### config.mk
export PLATFORM = sky130hd
export DESIGN_NAME = peak_frame_reader
export DESIGN_NICKNAME = d
export VERILOG_FILES = /design/src/rtl/peak_frame_reader.sv
export SDC_FILE = /design/constraint.sdc
export NUM_CORES = 1
export LEC_CHECK = 0
export ABC_AREA = 0
export BUFFER_PORTS_ARGS = -buffer_cell sky130_fd_sc_hd__buf_2
export CAP_MARGIN = 5
export CORE_MARGIN = 2
export CORE_UTILIZATION = 55
export DETAILED_ROUTE_END_ITERATION = 8
export GPL_TIMING_DRIVEN = 0
export PLACE_DENSITY = 0.75
export RECOVER_POWER = 25
export SYNTH_ARGS = -nofsm -noshare
export SYNTH_HDL_FRONTEND = slang
export SYNTH_SLANG_ARGS = --single-unit
### constraint.sdc
create_clock -name CLOCK_50 -period 13.15 [get_ports CLOCK_50]
set_input_delay 3.2875 -clock CLOCK_50 [delete_from_list [all_inputs] [get_ports CLOCK_50]]
set_output_delay 3.2875 -clock CLOCK_50 [all_outputs]
set_load 0.01 [all_outputs]
### src/rtl/peak_frame_reader.sv
// -----------------------------------------------------------------------------
// peak_frame_reader
//
// Read-side consumer of the spectral peak finder. Each peak frame (PEAKS
// amplitude/frequency pairs plus the frame time counter) is captured whole into
// a small frame FIFO. The HPS then drains it over an Avalon-MM slave, one
// 32-bit word per read of the data address.
//
// Optional feature (compile-time macro): PEAK_READER_TIMESTAMP_EN
//   When defined, a free-running 32-bit CLOCK_50 cycle counter is latched at
//   capture time and stored as word 1 of the frame. The peak words then move to
//   words 2..PEAKS+1. When undefined, there is no cycle counter and a frame is
//   PEAKS+1 words long.
//
// Ports
//   CLOCK_50       in   1              system clock
//   reset          in   1              asynchronous, active-high
//   valid_in       in   1              frame strobe, asynchronous to CLOCK_50
//   amplitudes_in  in   AMPL_W*PEAKS   signed amplitudes, peak k at [k*AMPL_W +: AMPL_W]
//   freqs_in       in   FREQ_W*PEAKS   unsigned frequency indices, same layout
//   counter_in     in   TIME_W         frame time counter
//   chipselect     in   1              Avalon slave select
//   read           in   1              Avalon read strobe
//   write          in   1              Avalon write strobe
//   address        in   2              word address
//   writedata      in   32             write data
//   readdata       out  32             registered read data, read latency 1
//   irq            out  1              high while the FIFO holds at least one frame
//
// Avalon handshake: there is no waitrequest. A read or write is a single-cycle
// strobe qualified by chipselect, and it is always accepted in the cycle it is
// presented. Read data appears on readdata one cycle after the read strobe and
// holds until the next read.
//
// Address map
//   0 R  status: [7:0] frames stored, [8] empty, [9] full, [10] overflow,
//                [15:11] 0, [23:16] drop count, [31:24] word index
//   1 R  data stream: head frame word[index]; the last word pops the frame
//   2 W  [0] flush FIFO, [1] clear overflow and drop count
//   3    reserved: reads return 0, writes ignored
// -----------------------------------------------------------------------------
module peak_frame_reader #(
    parameter int PEAKS  = 6,
    parameter int AMPL_W = 16,
    parameter int FREQ_W = 9,
    parameter int TIME_W = 16,
    parameter int DEPTH  = 8,
    parameter int SETTLE = 2
) (
    input  logic                      CLOCK_50,
    input  logic                      reset,
    input  logic                      valid_in,
    input  logic [AMPL_W*PEAKS-1:0]   amplitudes_in,
    input  logic [FREQ_W*PEAKS-1:0]   freqs_in,
    input  logic [TIME_W-1:0]         counter_in,
    input  logic                      chipselect,
    input  logic                      read,
    input  logic                      write,
    input  logic [1:0]                address,
    input  logic [31:0]               writedata,
    output logic [31:0]               readdata,
    output logic                      irq
);

    // -------------------------------------------------------------------------
    // Frame geometry
    // -------------------------------------------------------------------------
`ifdef PEAK_READER_TIMESTAMP_EN
    localparam int W         = PEAKS + 2;
    localparam int PEAK_BASE = 2;
`else
    localparam int W         = PEAKS + 1;
    localparam int PEAK_BASE = 1;
`endif

    localparam int IDX_W = (W > 1) ? $clog2(W) : 1;
    localparam int PTR_W = (DEPTH > 1) ? $clog2(DEPTH) : 1;
    localparam int CNT_W = $clog2(DEPTH + 1);
    localparam int SET_W = (SETTLE > 1) ? $clog2(SETTLE) : 1;

    localparam logic [IDX_W-1:0] LAST_IDX    = IDX_W'(W - 1);
    localparam logic [CNT_W-1:0] FULL_CNT    = CNT_W'(DEPTH);
    localparam logic [SET_W-1:0] SETTLE_LOAD = SET_W'(SETTLE - 1);

    localparam logic [1:0] ADDR_STATUS = 2'd0;
    localparam logic [1:0] ADDR_DATA   = 2'd1;
    localparam logic [1:0] ADDR_CTRL   = 2'd2;

    // Peak word: frequency zero-extended in the upper half, amplitude
    // sign-extended in the lower half.
    function automatic logic [31:0] peak_word(input logic [FREQ_W-1:0] f,
                                              input logic [AMPL_W-1:0] a);
        return {16'(f), 16'(signed'(a))};
    endfunction

    // -------------------------------------------------------------------------
    // valid_in synchroniser and rising-edge detect.
    // sync3 is the previous synchronised value, used only for edge detection.
    // -------------------------------------------------------------------------
    logic sync1_q, sync2_q, sync3_q;
    logic sync1_d, sync2_d, sync3_d;
    logic valid_rise;

    always_comb begin
        sync1_d    = valid_in;
        sync2_d    = sync1_q;
        sync3_d    = sync2_q;
        valid_rise = sync2_q & ~sync3_q;
    end

    // -------------------------------------------------------------------------
    // Settle countdown. A detected rise arms the counter; the frame is written
    // SETTLE cycles after the rise was detected. Rises seen while armed are
    // ignored so a bouncing strobe cannot push the capture point out.
    // -------------------------------------------------------------------------
    logic             settle_busy_q, settle_busy_d;
    logic [SET_W-1:0] settle_cnt_q,  settle_cnt_d;
    logic             capture_fire;

    always_comb begin
        settle_busy_d = settle_busy_q;
        settle_cnt_d  = settle_cnt_q;
        capture_fire  = 1'b0;
        if (settle_busy_q) begin
            if (settle_cnt_q == '0) begin
                capture_fire  = 1'b1;
                settle_busy_d = 1'b0;
            end else begin
                settle_cnt_d = settle_cnt_q - SET_W'(1);
            end
        end else if (valid_rise) begin
            settle_busy_d = 1'b1;
            settle_cnt_d  = SETTLE_LOAD;
        end
    end

    // -------------------------------------------------------------------------
    // Optional cycle counter
    // -------------------------------------------------------------------------
`ifdef PEAK_READER_TIMESTAMP_EN
    logic [31:0] cycle_cnt_q, cycle_cnt_d;

    always_comb begin
        cycle_cnt_d = cycle_cnt_q + 32'd1;
    end

    always_ff @(posedge CLOCK_50 or posedge reset) begin
        if (reset) begin
            cycle_cnt_q <= '0;
        end else begin
            cycle_cnt_q <= cycle_cnt_d;
        end
    end
`endif

    // -------------------------------------------------------------------------
    // Incoming frame, formatted as the words the HPS will read.
    // -------------------------------------------------------------------------
    logic [31:0] frame_w [W];

    always_comb begin
        for (int i = 0; i < W; i++) begin
            frame_w[i] = '0;
        end
        frame_w[0] = 32'(counter_in);
`ifdef PEAK_READER_TIMESTAMP_EN
        frame_w[1] = cycle_cnt_q;
`endif
        for (int k = 0; k < PEAKS; k++) begin
            frame_w[PEAK_BASE + k] = peak_word(freqs_in[k*FREQ_W +: FREQ_W],
                                               amplitudes_in[k*AMPL_W +: AMPL_W]);
        end
    end

    // -------------------------------------------------------------------------
    // Frame storage. Each slot holds one complete frame; a slot is written only
    // when it is pushed, so a queued frame never follows later input changes.
    // -------------------------------------------------------------------------
    logic [31:0]      mem_q [DEPTH][W];
    logic [PTR_W-1:0] wr_ptr_q, wr_ptr_d;
    logic [PTR_W-1:0] rd_ptr_q, rd_ptr_d;
    logic [CNT_W-1:0] count_q,  count_d;
    logic [IDX_W-1:0] index_q,  index_d;
    logic             overflow_q, overflow_d;
    logic [7:0]       drop_cnt_q, drop_cnt_d;
    logic [31:0]      readdata_q, readdata_d;

    logic        fifo_empty, fifo_full;
    logic        cs_rd, cs_wr, data_rd;
    logic        flush, clear_err;
    logic        last_pop, push_en, drop;
    logic [31:0] head_word;
    logic [31:0] status_word;

    always_comb begin
        fifo_empty = (count_q == '0);
        fifo_full  = (count_q == FULL_CNT);
        cs_rd      = chipselect & read;
        cs_wr      = chipselect & write;
        data_rd    = cs_rd && (address == ADDR_DATA);
        flush      = cs_wr && (address == ADDR_CTRL) && writedata[0];
        clear_err  = cs_wr && (address == ADDR_CTRL) && writedata[1];
        last_pop   = data_rd && !fifo_empty && (index_q == LAST_IDX);
        head_word  = mem_q[rd_ptr_q][index_q];

        status_word = {8'(index_q), drop_cnt_q, 5'b0, overflow_q,
                       fifo_full, fifo_empty, 8'(count_q)};
    end

    always_comb begin
        wr_ptr_d   = wr_ptr_q;
        rd_ptr_d   = rd_ptr_q;
        count_d    = count_q;
        index_d    = index_q;
        overflow_d = overflow_q;
        drop_cnt_d = drop_cnt_q;
        push_en    = 1'b0;
        drop       = 1'b0;

        if (flush) begin
            // Flush takes priority over everything, including a frame that
            // completes its settle window in the same cycle: that frame is
            // simply discarded and is not a drop.
            wr_ptr_d = '0;
            rd_ptr_d = '0;
            count_d  = '0;
            index_d  = '0;
        end else begin
            if (data_rd && !fifo_empty) begin
                index_d = (index_q == LAST_IDX) ? '0 : index_q + IDX_W'(1);
            end
            if (last_pop) begin
                rd_ptr_d = rd_ptr_q + PTR_W'(1);
            end
            // A pop in the same cycle frees a slot, so a full FIFO can still
            // accept the frame.
            push_en = capture_fire && (!fifo_full || last_pop);
            drop    = capture_fire && fifo_full && !last_pop;
            if (push_en) begin
                wr_ptr_d = wr_ptr_q + PTR_W'(1);
            end
            case ({push_en, last_pop})
                2'b10:   count_d = count_q + CNT_W'(1);
                2'b01:   count_d = count_q - CNT_W'(1);
                default: count_d = count_q;
            endcase
        end

        // Clear is applied first so a drop in the same cycle is still recorded.
        if (clear_err) begin
            overflow_d = 1'b0;
            drop_cnt_d = '0;
        end
        if (drop) begin
            overflow_d = 1'b1;
            if (drop_cnt_d != 8'hFF) begin
                drop_cnt_d = drop_cnt_d + 8'd1;
            end
        end
    end

    always_comb begin
        readdata_d = readdata_q;
        if (cs_rd) begin
            case (address)
                ADDR_STATUS: readdata_d = status_word;
                ADDR_DATA:   readdata_d = fifo_empty ? 32'd0 : head_word;
                default:     readdata_d = 32'd0;
            endcase
        end
    end

    // -------------------------------------------------------------------------
    // Registers
    // -------------------------------------------------------------------------
    always_ff @(posedge CLOCK_50 or posedge reset) begin
        if (reset) begin
            sync1_q       <= 1'b0;
            sync2_q       <= 1'b0;
            sync3_q       <= 1'b0;
            settle_busy_q <= 1'b0;
            settle_cnt_q  <= '0;
            wr_ptr_q      <= '0;
            rd_ptr_q      <= '0;
            count_q       <= '0;
            index_q       <= '0;
            overflow_q    <= 1'b0;
            drop_cnt_q    <= '0;
            readdata_q    <= '0;
        end else begin
            sync1_q       <= sync1_d;
            sync2_q       <= sync2_d;
            sync3_q       <= sync3_d;
            settle_busy_q <= settle_busy_d;
            settle_cnt_q  <= settle_cnt_d;
            wr_ptr_q      <= wr_ptr_d;
            rd_ptr_q      <= rd_ptr_d;
            count_q       <= count_d;
            index_q       <= index_d;
            overflow_q    <= overflow_d;
            drop_cnt_q    <= drop_cnt_d;
            readdata_q    <= readdata_d;
        end
    end

    // Frame payload needs no reset: the occupancy count says which slots hold
    // valid frames.
    always_ff @(posedge CLOCK_50) begin
        if (push_en) begin
            for (int i = 0; i < W; i++) begin
                mem_q[wr_ptr_q][i] <= frame_w[i];
            end
        end
    end

    // -------------------------------------------------------------------------
    // Outputs
    // -------------------------------------------------------------------------
    assign readdata = readdata_q;
    assign irq      = ~fifo_empty;

    // Only the two control bits of writedata carry meaning.
    logic unused_wdata;
    assign unused_wdata = ^writedata[31:2];

endmodule

==> After elaboration in Yosys (flattened, before gate mapping) <==
Memories as Yosys holds them, arrays and structs flattened.
Cells that the tools add are included.
{ "op_classes": {"addsub": 7, "n_lt_le_gt_ge": 1, "n_eq_ne": 7, "n_mux": 31, "bitwise": 6, "n_reduce_logical": 21} }
{ "op_table": {"columns": ["op", "count"], "rows": [
  ["32-bit binary-select mux with 3-bit select", 1],
  ["32-bit 2-to-1 mux", 3],
  ["32-bit one-hot mux with 2 select lines", 1],
  ["8-bit 2-to-1 mux", 3],
  ["3-bit 2-to-1 mux", 7],
  ["1-bit 2-to-1 mux", 14],
  ["2-bit nonzero test", 5],
  ["3-bit by 1-bit adder with 3-bit output, second input constant", 3],
  ["1-bit logical AND", 9],
  ["8-bit by 1-bit adder with 8-bit output, second input constant", 1],
  ["8-bit inequality test, second input constant", 1],
  ["4-bit one-hot mux with 2 select lines", 1],
  ["4-bit by 1-bit adder with 4-bit output, second input constant", 1],
  ["2-bit by 1-bit == test with 1-bit output, second input constant", 2],
  ["2-bit == test, second input constant", 2],
  ["4-bit == test, second input constant", 1],
  ["4-bit greater-or-equal comparator, second input constant", 1],
  ["4-bit zero test", 1],
  ["4-bit 2-to-1 mux", 1],
  ["3-bit NOT with 4-bit output", 1],
  ["4-bit by 1-bit subtractor with 4-bit output, second input constant", 1],
  ["1-bit bitwise AND", 3],
  ["3-bit == test, second input constant", 1],
  ["1-bit zero test", 3],
  ["other kinds (5)", 6]
]} }
{ "totals": {"reg_bits": 59, "mem_bits_rw": 1328, "output_inout_bits": 33, "wordCells": 86, "mem_count": 1} }
{ "memory_table": {"columns": ["memory", "depth", "width", "rd", "rd_ports_with_merged_regs", "write_ports", "line_no", "text"], "rows": [
  ["mem_q", 8, 166, 1, 0, 1, "179", "logic [31:0] mem_q [DEPTH][W];"]
]} }

==> Depth between registers and ports, before layout <==
{ "depth": {"word_depth": 9, "ltp_mapped": 10, "ltp_nobuf": 9} }

==> Worst setup path before layout <==
No wires, ideal clock.
{ "synth_path": {"kind": "in2reg", "from": "input port address[1]", "to": "memory mem_q[1][0] (netlist name) (enable)", "setup_time_ps": 895, "arrival_time_ps": 15808, "slack_ps": -3553, "cell_stages": 5, "path_cell_list": "nand4b_1 nor3_2 o21ai_1 or3b_2 nor3_1"} }
{ "synth_between": {"elab_chain_cells": 9, "elab_cells_between_ends": 12} }
{ "synth_lines": {"columns": ["item", "line_no", "text"], "rows": [
  ["start, declared", "59", "input logic [1:0] address,"],
  ["2-bit by 1-bit == test with 1-bit output", "200", "data_rd = cs_rd && (address == ADDR_DATA);"],
  ["1-bit logical AND", "200", null],
  ["1-bit logical AND (2 in series)", "203", "last_pop = data_rd && !fifo_empty && (index_q == LAST_IDX);"],
  ["1-bit logical OR", "237", "push_en = capture_fire && (!fifo_full || last_pop);"],
  ["1-bit logical AND", "237", null],
  ["1-bit 2-to-1 mux (*)", "220", "if (flush) begin"],
  ["1-bit 2-to-1 mux (*)", "309", "if (push_en) begin"],
  ["1-bit 2-to-1 mux (not written as such) (*)", "311", "mem_q[wr_ptr_q][i] <= frame_w[i];"],
  ["end, declared", "179", null]
]} }
Mark *: on every way between the ends. The rest lies on a longest branch, timed or not.

==> Final worst setup path <==
{ "layout_path": {"from": "input port address[1]", "to": "memory mem_q[4][156] (netlist name) (enable)"} }
The elaborated chain is that of the path after synthesis.

==> metrics.txt <==
Post-Synthesis Cells=around 2,500; Starting Density=a little under three fifths; hpwl dp=100,000 microns; Die Area=0.0993 sq mm; Post-DP Area=0.0577 sq mm; leakage=slightly below 20 nW; sequential area share after synthesis=a little under 80%; clk root buf=clkbuf_16; hold buffers post-CTS=0; Post-Syn Area=0.0532 sq mm; Worst-path clk slew=~0.070 ns; initial antenna violation count=40; CP Class=in2reg; Highest Clock Rate=0.155 GHz; CP startpoint kind=input port; # port buffers=203; P&R area growth vs syn=16.2%; Synth warnings=0; commonest non-fill, non-tap cell in the layout=edfxtp_1; worst slew pin tran=~1.4 ns; Setup Fix Bufs, Post-CTS=0; clk_lat worst skew=about 0.76 ns; period utilisation layout=between 40% and 50%; number of DRC markers in iteration 0=roughly 4,600; vias per cell=~6.7; status=complete, no violations; Hold Path Class=reg2reg; max-cap viol count=0; Core Region=a little under 0.1 sq mm; pwr dens=approximately 180 mW/mm^2; Fin. Hold Viols=0; drt first pass iters=6; Post-CTS Resized=0; crit path time final=about 6.5 ns; most frequent cells in the layout=edfxtp_1 (1,328), mux4_2 (272), clkbuf_1 (178), mux2i_1 (168), buf_2 (149); vias in the first global route=~29,000; cts bufs inserted=about 140; first-pass GRT wire length=about 210,000 microns; Yosys top cell area share=74.9%; Synth cell types=68; Post-synth ARST share=between 3 and 4%; Die Ht=around 320 microns; register bit total from synthesis=1,382; I/O pin count=around 240; clk sinks=1,382; grt total ovfl=0; Pins Over Slew Limit=0; gr usage total=a little under a third; Avg Cell Area, Syn=around 21 sq um; required time worst endpoint=~14 ns; final wirelength=roughly 150,000 microns; max_slew headroom=9.05%; number of synthesized flops with an enable pin=approximately 1,300; # setup viols final=0; routed len/inst=between 30 and 40 microns; GP Congestion=about 0.90; Setup Skew=about 0.022 ns; CTS Buffer Depth=3; largest net degree at the start of global routing=40; post-route ant nets=0; num rows=approximately 110; final instance area=between 0.06 and 0.07 sq mm; CTS H-tree lvls=4; CTS tree=built; Data arrival, critical path=6.91 ns; RSZ-0062 raised after global routing=no; Max FO, Critical Path=23; Max rail drop VDD=between 0.15 and 0.2 mV; Die Wd=around 320 microns; Final nets=~3,100; DRC viols=0; Synth area leaders=edfxtp_1 (75%), mux4_2 (12%), mux2i_1 (3.2%), dfrtp_1 (2.5%), a22oi_1 (1.0%); Overall Power=0.0109 W; share of layout cells above drive strength 1=25.0%; post-synth top area cell=edfxtp_1; Final Util=between 60% and 70%; CP endpoint kind=register; ys flop type=edfxtp_1; total number of vias=around 29,000
final timing paths:
kind	depth (start not counted)	end	start	slack (ns)
worst min register to register	0	sync3_q	sync2_q	0.40
max in group asynchronous	3	readdata[7]	reset	9.80
worst max-delay path	10	mem_q[4][156]	address[1]	6.69
worst min-delay path	0	sync3_q	sync2_q	0.40
min in group asynchronous	2	sync1_q	reset	2.64
worst max register to register	7	readdata[7]	rd_ptr_q[2]	8.78
area by class of cell:
| type | instances | area, sq um |
|---|---|---|
| flip-flops and latches | 1382 | 41200 |
| fillers | 6150 | 34400 |
| multi-input cells | 969 | 11200 |
| clock buffers | 171 | 3570 |
| repair buffers | 284 | 2640 |
| well taps | 1276 | 1600 |
| plain buffers | 143 | 831 |
| clock inverters | 73 | 703 |
| inverters | 11 | 41.3 |
| diodes | 15 | 37.5 |
Yosys cell counts, drive strengths merged, types with 4 or more instances:
library cell / count
a2111oi: 7
a211oi: 8
a21o: 5
a21oi: 42
a221o: 5
a221oi: 25
a22o: 4
a22oi: 73
a311oi: 5
a31o: 5
a31oi: 9
a32o: 6
and2: 8
and3: 5
and4: 4
buf: 104
clkbuf: 39
dfrtp: 54
edfxtp: 1328
ha: 4
inv: 10
mux2: 8
mux2i: 168
mux4: 272
nand2: 85
nand2b: 7
nand3: 45
nand4: 5
nor2: 45
nor2b: 10
nor3: 12
nor4: 4
o211ai: 5
o21ai: 33
o221ai: 6
o31ai: 9
xnor2: 4
xor2: 5
worst max-delay path: stages:
cell and delay, ns:
buf_2 0.12, nand4b_1 0.48, nor3_2 0.55, o21ai_1 0.24
or3_1 0.53, nor2_4 0.66, buf_12 0.28, buf_12 0.22
buf_12 0.24, buf_12 0.23
layer usage:
metal | GRT usage, % | wire, microns | part of all wire, %
met4 | 16.0 | 8510 | 5.7
met2 | 46.5 | 70400 | 47
met5 | 0 | 252 | 0.17
met1 | 38.6 | 50900 | 34
met3 | 9.93 | 18800 | 13
state kept, by name, summed over array words and instances, names as in the netlist:
signal         flops
sync3_q            1
readdata          27
sync2_q            1
wr_ptr_q           3
settle_cnt_q       1
sync1_q            1
overflow_q         1
settle_busy_q      1
count_q            4
mem_q           1328
drop_cnt_q         8
index_q            3
rd_ptr_q           3
kinds of logic (layout without fill, tap and decap cells):
logic type | after synthesis | in the layout | synth area share [%]
multiplexers | 448 | 448 | 14.8
XOR/XNOR | 9 | 9 | 0.148
buffers and inverters | 154 | 682 | 1.64
adder cells (fa/ha/maj) | 4 | 4 | 0.0941
other | 1 | 20 | 0.00705
AND/OR/NAND/NOR | 241 | 241 | 2.24
AO/OA/AOI/OAI | 262 | 262 | 3.56
flip-flops | 1382 | 1382 | 77.5
report_power, final:
group	internal, W	switching, W
clock network	0.00212	0.00163
registers	0.00513	0.000120
logic	0.000666	0.00128
total	0.00791	0.00304
per-stage QoR:
stage	instances	TNS, ns	hold slack [ns]	worst slack (ns)
finish	4324	0	0.401	6.69
detailed placement	4065	0	0.367	5.93
CTS	4309	0	0.388	6.71
global placement	3984	-8849.78	0.369	-7.07
global route	4319	0	0.422	6.58
floorplan	2505	0	0.331	0.909
(Power assumes the default switching activity.)
